<file path="config.mk">
export PLATFORM = sky130hd
export DESIGN_NAME = demux_1_5
export DESIGN_NICKNAME = d
export VERILOG_FILES = /design/src/rtl/demux_1_5.sv
export SDC_FILE = /design/constraint.sdc
export NUM_CORES = 1
export LEC_CHECK = 0
export CAP_MARGIN = 20
export CORE_MARGIN = 3
export CORE_UTILIZATION = 40
export DETAILED_ROUTE_END_ITERATION = 10
export PLACE_DENSITY = 0.74
export SLEW_MARGIN = 30
export SYNTH_ARGS = -nofsm -noshare
export SYNTH_HDL_FRONTEND = slang
export SYNTH_SLANG_ARGS = --single-unit
</file>
<file path="constraint.sdc">
create_clock -name clk -period 1.85 [get_ports clk]
set_input_delay 0.37 -clock clk [delete_from_list [all_inputs] [get_ports clk]]
set_output_delay 0.37 -clock clk [all_outputs]
set_load 0.01 [all_outputs]
</file>
<file path="src/rtl/demux_1_5.sv">
// demux_1_5: routes one input word per cycle to one of five registered
// destination slots selected by in_selection. Each slot is a one-deep
// buffer with its own valid/ready handshake, so a stalled consumer only
// blocks traffic aimed at its own slot. Selections 5-7 are accepted and
// discarded.
//
// Optional feature: define DEMUX_DROP_CNT_EN to add the 8-bit saturating
// drop_cnt output, which counts discarded (illegal-selection) words.
module demux_1_5 #(
  parameter int WIDTH = 8
) (
  input  logic             clk,
  input  logic             rst_n,
  input  logic [WIDTH-1:0] in_data,
  input  logic [2:0]       in_selection,
  input  logic             in_valid,
  output logic             in_ready,
  output logic [WIDTH-1:0] out0,
  output logic [WIDTH-1:0] out1,
  output logic [WIDTH-1:0] out2,
  output logic [WIDTH-1:0] out3,
  output logic [WIDTH-1:0] out4,
  output logic [4:0]       out_valid,
  input  logic [4:0]       out_ready
`ifdef DEMUX_DROP_CNT_EN
  ,
  output logic [7:0]       drop_cnt
`endif
);

  typedef enum logic {
    S_EMPTY = 1'b0,
    S_FULL  = 1'b1
  } slot_state_e;

  slot_state_e      state_q [5];
  slot_state_e      state_d [5];
  logic [WIDTH-1:0] data_q  [5];
  logic [WIDTH-1:0] data_d  [5];

  logic       sel_legal;
  logic [2:0] sel_idx;
  logic       xfer;
  logic       drop;

  // Input acceptance: illegal selections are always taken; legal ones need
  // the target slot to be empty or draining on this edge.
  always_comb begin
    sel_legal = (in_selection <= 3'd4);
    sel_idx   = sel_legal ? in_selection : 3'd0;
    in_ready  = 1'b1;
    if (sel_legal) begin
      in_ready = (state_q[sel_idx] == S_EMPTY) || out_ready[sel_idx];
    end
    xfer = in_valid && in_ready;
    drop = xfer && !sel_legal;
  end

  // Per-slot next state: a load wins over a drain, so drain+reload stays FULL.
  always_comb begin
    for (int k = 0; k < 5; k++) begin
      state_d[k] = state_q[k];
      data_d[k]  = data_q[k];
      if (xfer && sel_legal && (in_selection == 3'(k))) begin
        state_d[k] = S_FULL;
        data_d[k]  = in_data;
      end else if ((state_q[k] == S_FULL) && out_ready[k]) begin
        state_d[k] = S_EMPTY;
      end
    end
  end

  // Slot registers; reset clears both state and payload and beats any transfer.
  always_ff @(posedge clk) begin
    if (!rst_n) begin
      for (int k = 0; k < 5; k++) begin
        state_q[k] <= S_EMPTY;
        data_q[k]  <= '0;
      end
    end else begin
      for (int k = 0; k < 5; k++) begin
        state_q[k] <= state_d[k];
        data_q[k]  <= data_d[k];
      end
    end
  end

  // Outputs come straight from the slot registers.
  always_comb begin
    for (int k = 0; k < 5; k++) begin
      out_valid[k] = (state_q[k] == S_FULL);
    end
    out0 = data_q[0];
    out1 = data_q[1];
    out2 = data_q[2];
    out3 = data_q[3];
    out4 = data_q[4];
  end

`ifdef DEMUX_DROP_CNT_EN
  logic [7:0] drop_cnt_q;
  logic [7:0] drop_cnt_d;

  // Saturating count of discarded words.
  always_comb begin
    drop_cnt_d = drop_cnt_q;
    if (drop && (drop_cnt_q != 8'hFF)) begin
      drop_cnt_d = drop_cnt_q + 8'd1;
    end
  end

  // Drop counter register.
  always_ff @(posedge clk) begin
    if (!rst_n) begin
      drop_cnt_q <= 8'd0;
    end else begin
      drop_cnt_q <= drop_cnt_d;
    end
  end

  assign drop_cnt = drop_cnt_q;
`else
  logic unused_drop;
  assign unused_drop = drop;
`endif

endmodule
</file>
==> results.toml <==
[finish]
area_growth_pct = 46.4
drive_above_1_share_pct = 15.1
n_antenna_cell = 0
nNetsFinal = 309
postLayoutCellArea_mm2 = 0.00293

[floorplanning]
die_h_um = 76.7
rows = 25
die_w_um = 76.7
core_mm2 = 0.00479
initial_core_util_pct = 41.8
die_area_mm2 = 0.00588
boundaryPins = 65

[cts]
clockBufferDepth = 2
cts_sinks = 45
cts_tree = "built"
cts_inserted_buffers = 5
htree_levels = 2
cts-root-buf = "clkbuf_8"
insertion_delay_ns = 0.31
clk_pin_slew_worst_paths_ns = 0.08
hold_buffers = 0

[drt]
postRouteAntennaNets = 0
drc = 0
viasPerCell = 5.25
first_pass_iters = 4
routed_wl_um = 5440
num_vias = 1879
first_iter_violations = 163
wire_per_inst_um = 15.2

[critical_path]
reg2reg_from = "state_q[3]"
path_max_fanout = 2
critPathTopFamily = "multiplexers"
cp-end-kind = "output port"
cp_data_required_time_ns = 1.48
arrival_ns = 1.53
critical-path-max-stage-delay_ns = 0.45
rr_worst_depth = 5
regToRegSetupSlack_ns = 0.50
r2r_end = "data_q[0][24]"
path_class = "in2out"
crit_path_start_kind = "primary input"
cp_num_buf_inv = 2
path_cells = "dlygate4sd2_1 > nand2b_4 > mux4_2 > o21a_1 > buf_2"
crit_path_top_delay_cell = "mux4_2"

[status]
violations = "setup timing"
outcome = "finished with violations"

[logic_synthesis]
netlist.area_leader.share_pct = 45.1
synth_area_mm2 = 0.00200
ys_async_sr_fraction_pct = 0
synthCells = 218
yosys-top-cells-area = "dfxtp_1 (45%), a21boi_0 (11%), nand3_1 (10%)"
synth-seq-cells = 45
synth-seq-area-share_pct = 45.1
synth.most_common_cell = "dfxtp_1"
ys_warn_count = 0
ys_dominant_reg_cell = "dfxtp_1"
syn_area_per_cell_um2 = 9.17
synth_edf_count = 0
synth_top_cell_by_area = "dfxtp_1"
synth_fp_nets = 237
synthTopCellsByCount = "dfxtp_1 (45), nand3_1 (41), o21ai_0 (32)"
synth.distinct_cells = 22

[power]
cellLeakagePower_nw = 0.997
vdd_drop_max_mv = 0.384
pwr_density_cell_mw_per_mm2 = 681
power_mw = 1.99

[min_path]
hp-class = "reg2reg"
hp-start = "data_q[0][12]"
min_path_cells = 2
min_to = "data_q[0][12]"

[global_routing]
grtUsageTotal_pct = 18.9
antenna_found_initial = 0
global_route.overflow_total = 0
grt_pass1_wl_um = 8920
grt_pass1_vias = 1799
grt_max_degree = 46

[timing]
clock.fmax_ghz = 0.528
tightestPinTransition_ns = 0.470
finalCriticalPeriod_ns = 1.90
maxSlewViolCount = 0
rsz0062_at_grt = "yes"
relSlewSlack_pct = 68.6
finClkSkew_ns = 0.00440
min_period_over_period_pct = 102
final.setup.worst_slack_ns = -0.0453
timing.hold.ws_ns = 0.479
setup_viol = 1
hold_viol = 0
setup_tns_ns = -0.0453

[placed_design]
post-place-ws_ns = -0.663
numPortBuffers = 64
place_congestion = 0.768
placed_area_mm2 = 0.00278
dp_hpwl_um = 3740

[flow_run]
cap_violations = 0
power by group:
group	leakage [nW]	internal, mW	total [mW]	switching, mW
clock	0.0543	0.404	0.759	0.355
sequential	0.366	0.989	1.00	0.0112
combinational	0.577	0.128	0.232	0.104
total	0.997	1.52	1.99	0.470
layer usage:
metal / global-route usage (%) / up-vias / routed length [um]
met2: 27.9 / 69 / 2410
li1: - / 927 / -
met4: 7.61 / 0 / 130
met5: 0 / - / 0
met3: 4.34 / 14 / 381
met1: 26.4 / 869 / 2520
state kept, by name (all words and copies together), names as in the netlist:
| name | flops |
|---|---|
| data_q | 40 |
| state_q | 5 |
worst register-to-register path, cell delays in order (launching register included):
cell      delay [ns]
dfxtp_2         0.36
buf_4           0.11
buf_4           0.09
nor2b_1         0.37
o21ai_0         0.15
a21boi_0        0.19
cell families after synthesis:
logic type             synth area share, %
AOI/OAI and AO/OA                     27.3
buffers and inverters                 6.95
DFF                                   45.1
muxes                                 1.13
and+or+nand+nor                       19.5
area by class of cell:
class                      instances  area (um2)
fill                             438        1860
multi-input combinational        149         988
sequential                        45         905
timing repair buffer              89         833
tap                               67        83.8
clock buffer                       5        68.8
clock inverter                     3        46.3
placed cells by master, fill, tap and decap left out:
cell type,instances
o21ai_0,32
or4b_1,1
a21boi_1,16
clkbuf_8,5
bufinv_16,1
nor4bb_1,2
clkdlybuf4s15_1,3
nand4b_1,1
buf_2,1
nor2b_1,5
a21boi_0,29
nand2b_4,4
nor2_1,1
clkinvlp_4,1
dfxtp_2,3
buf_12,1
clkinv_4,1
and4b_1,1
nor4b_4,1
nand2b_1,1
o21ai_1,8
nand3_1,41
clkdlybuf4s50_1,58
dfxtp_1,42
mux4_2,1
and4bb_2,1
nand4bb_1,3
dlygate4sd2_1,2
o21a_1,1
buf_4,24
through the flow:
stage                     instances  util (%)
after floorplan                 218         -
after global placement          349      58.0
after detailed placement        349      58.0
after CTS                       357      60.9
after global routing            358      61.1
final                           358      61.1
how the worst max path moves through the flow:
stage / depth (start not counted) / start / slack (ns) / endpoint
floorplan: 4 / out_ready[2] / 0.19 / in_ready
global placement: 5 / out_ready[3] / -0.67 / in_ready
detailed placement: 5 / out_ready[3] / -0.66 / in_ready
CTS: 4 / state_q[3] / -0.08 / in_ready
global route: 4 / state_q[3] / -0.09 / in_ready
finish: 5 / out_ready[1] / -0.05 / in_ready
timing repair:
action,in CTS,in global routing
resized for setup,18,1
pin swaps,1,1
setup endpoints to repair,1,1
buffers inserted,0,1
Power figures use the tool's default switching activity.
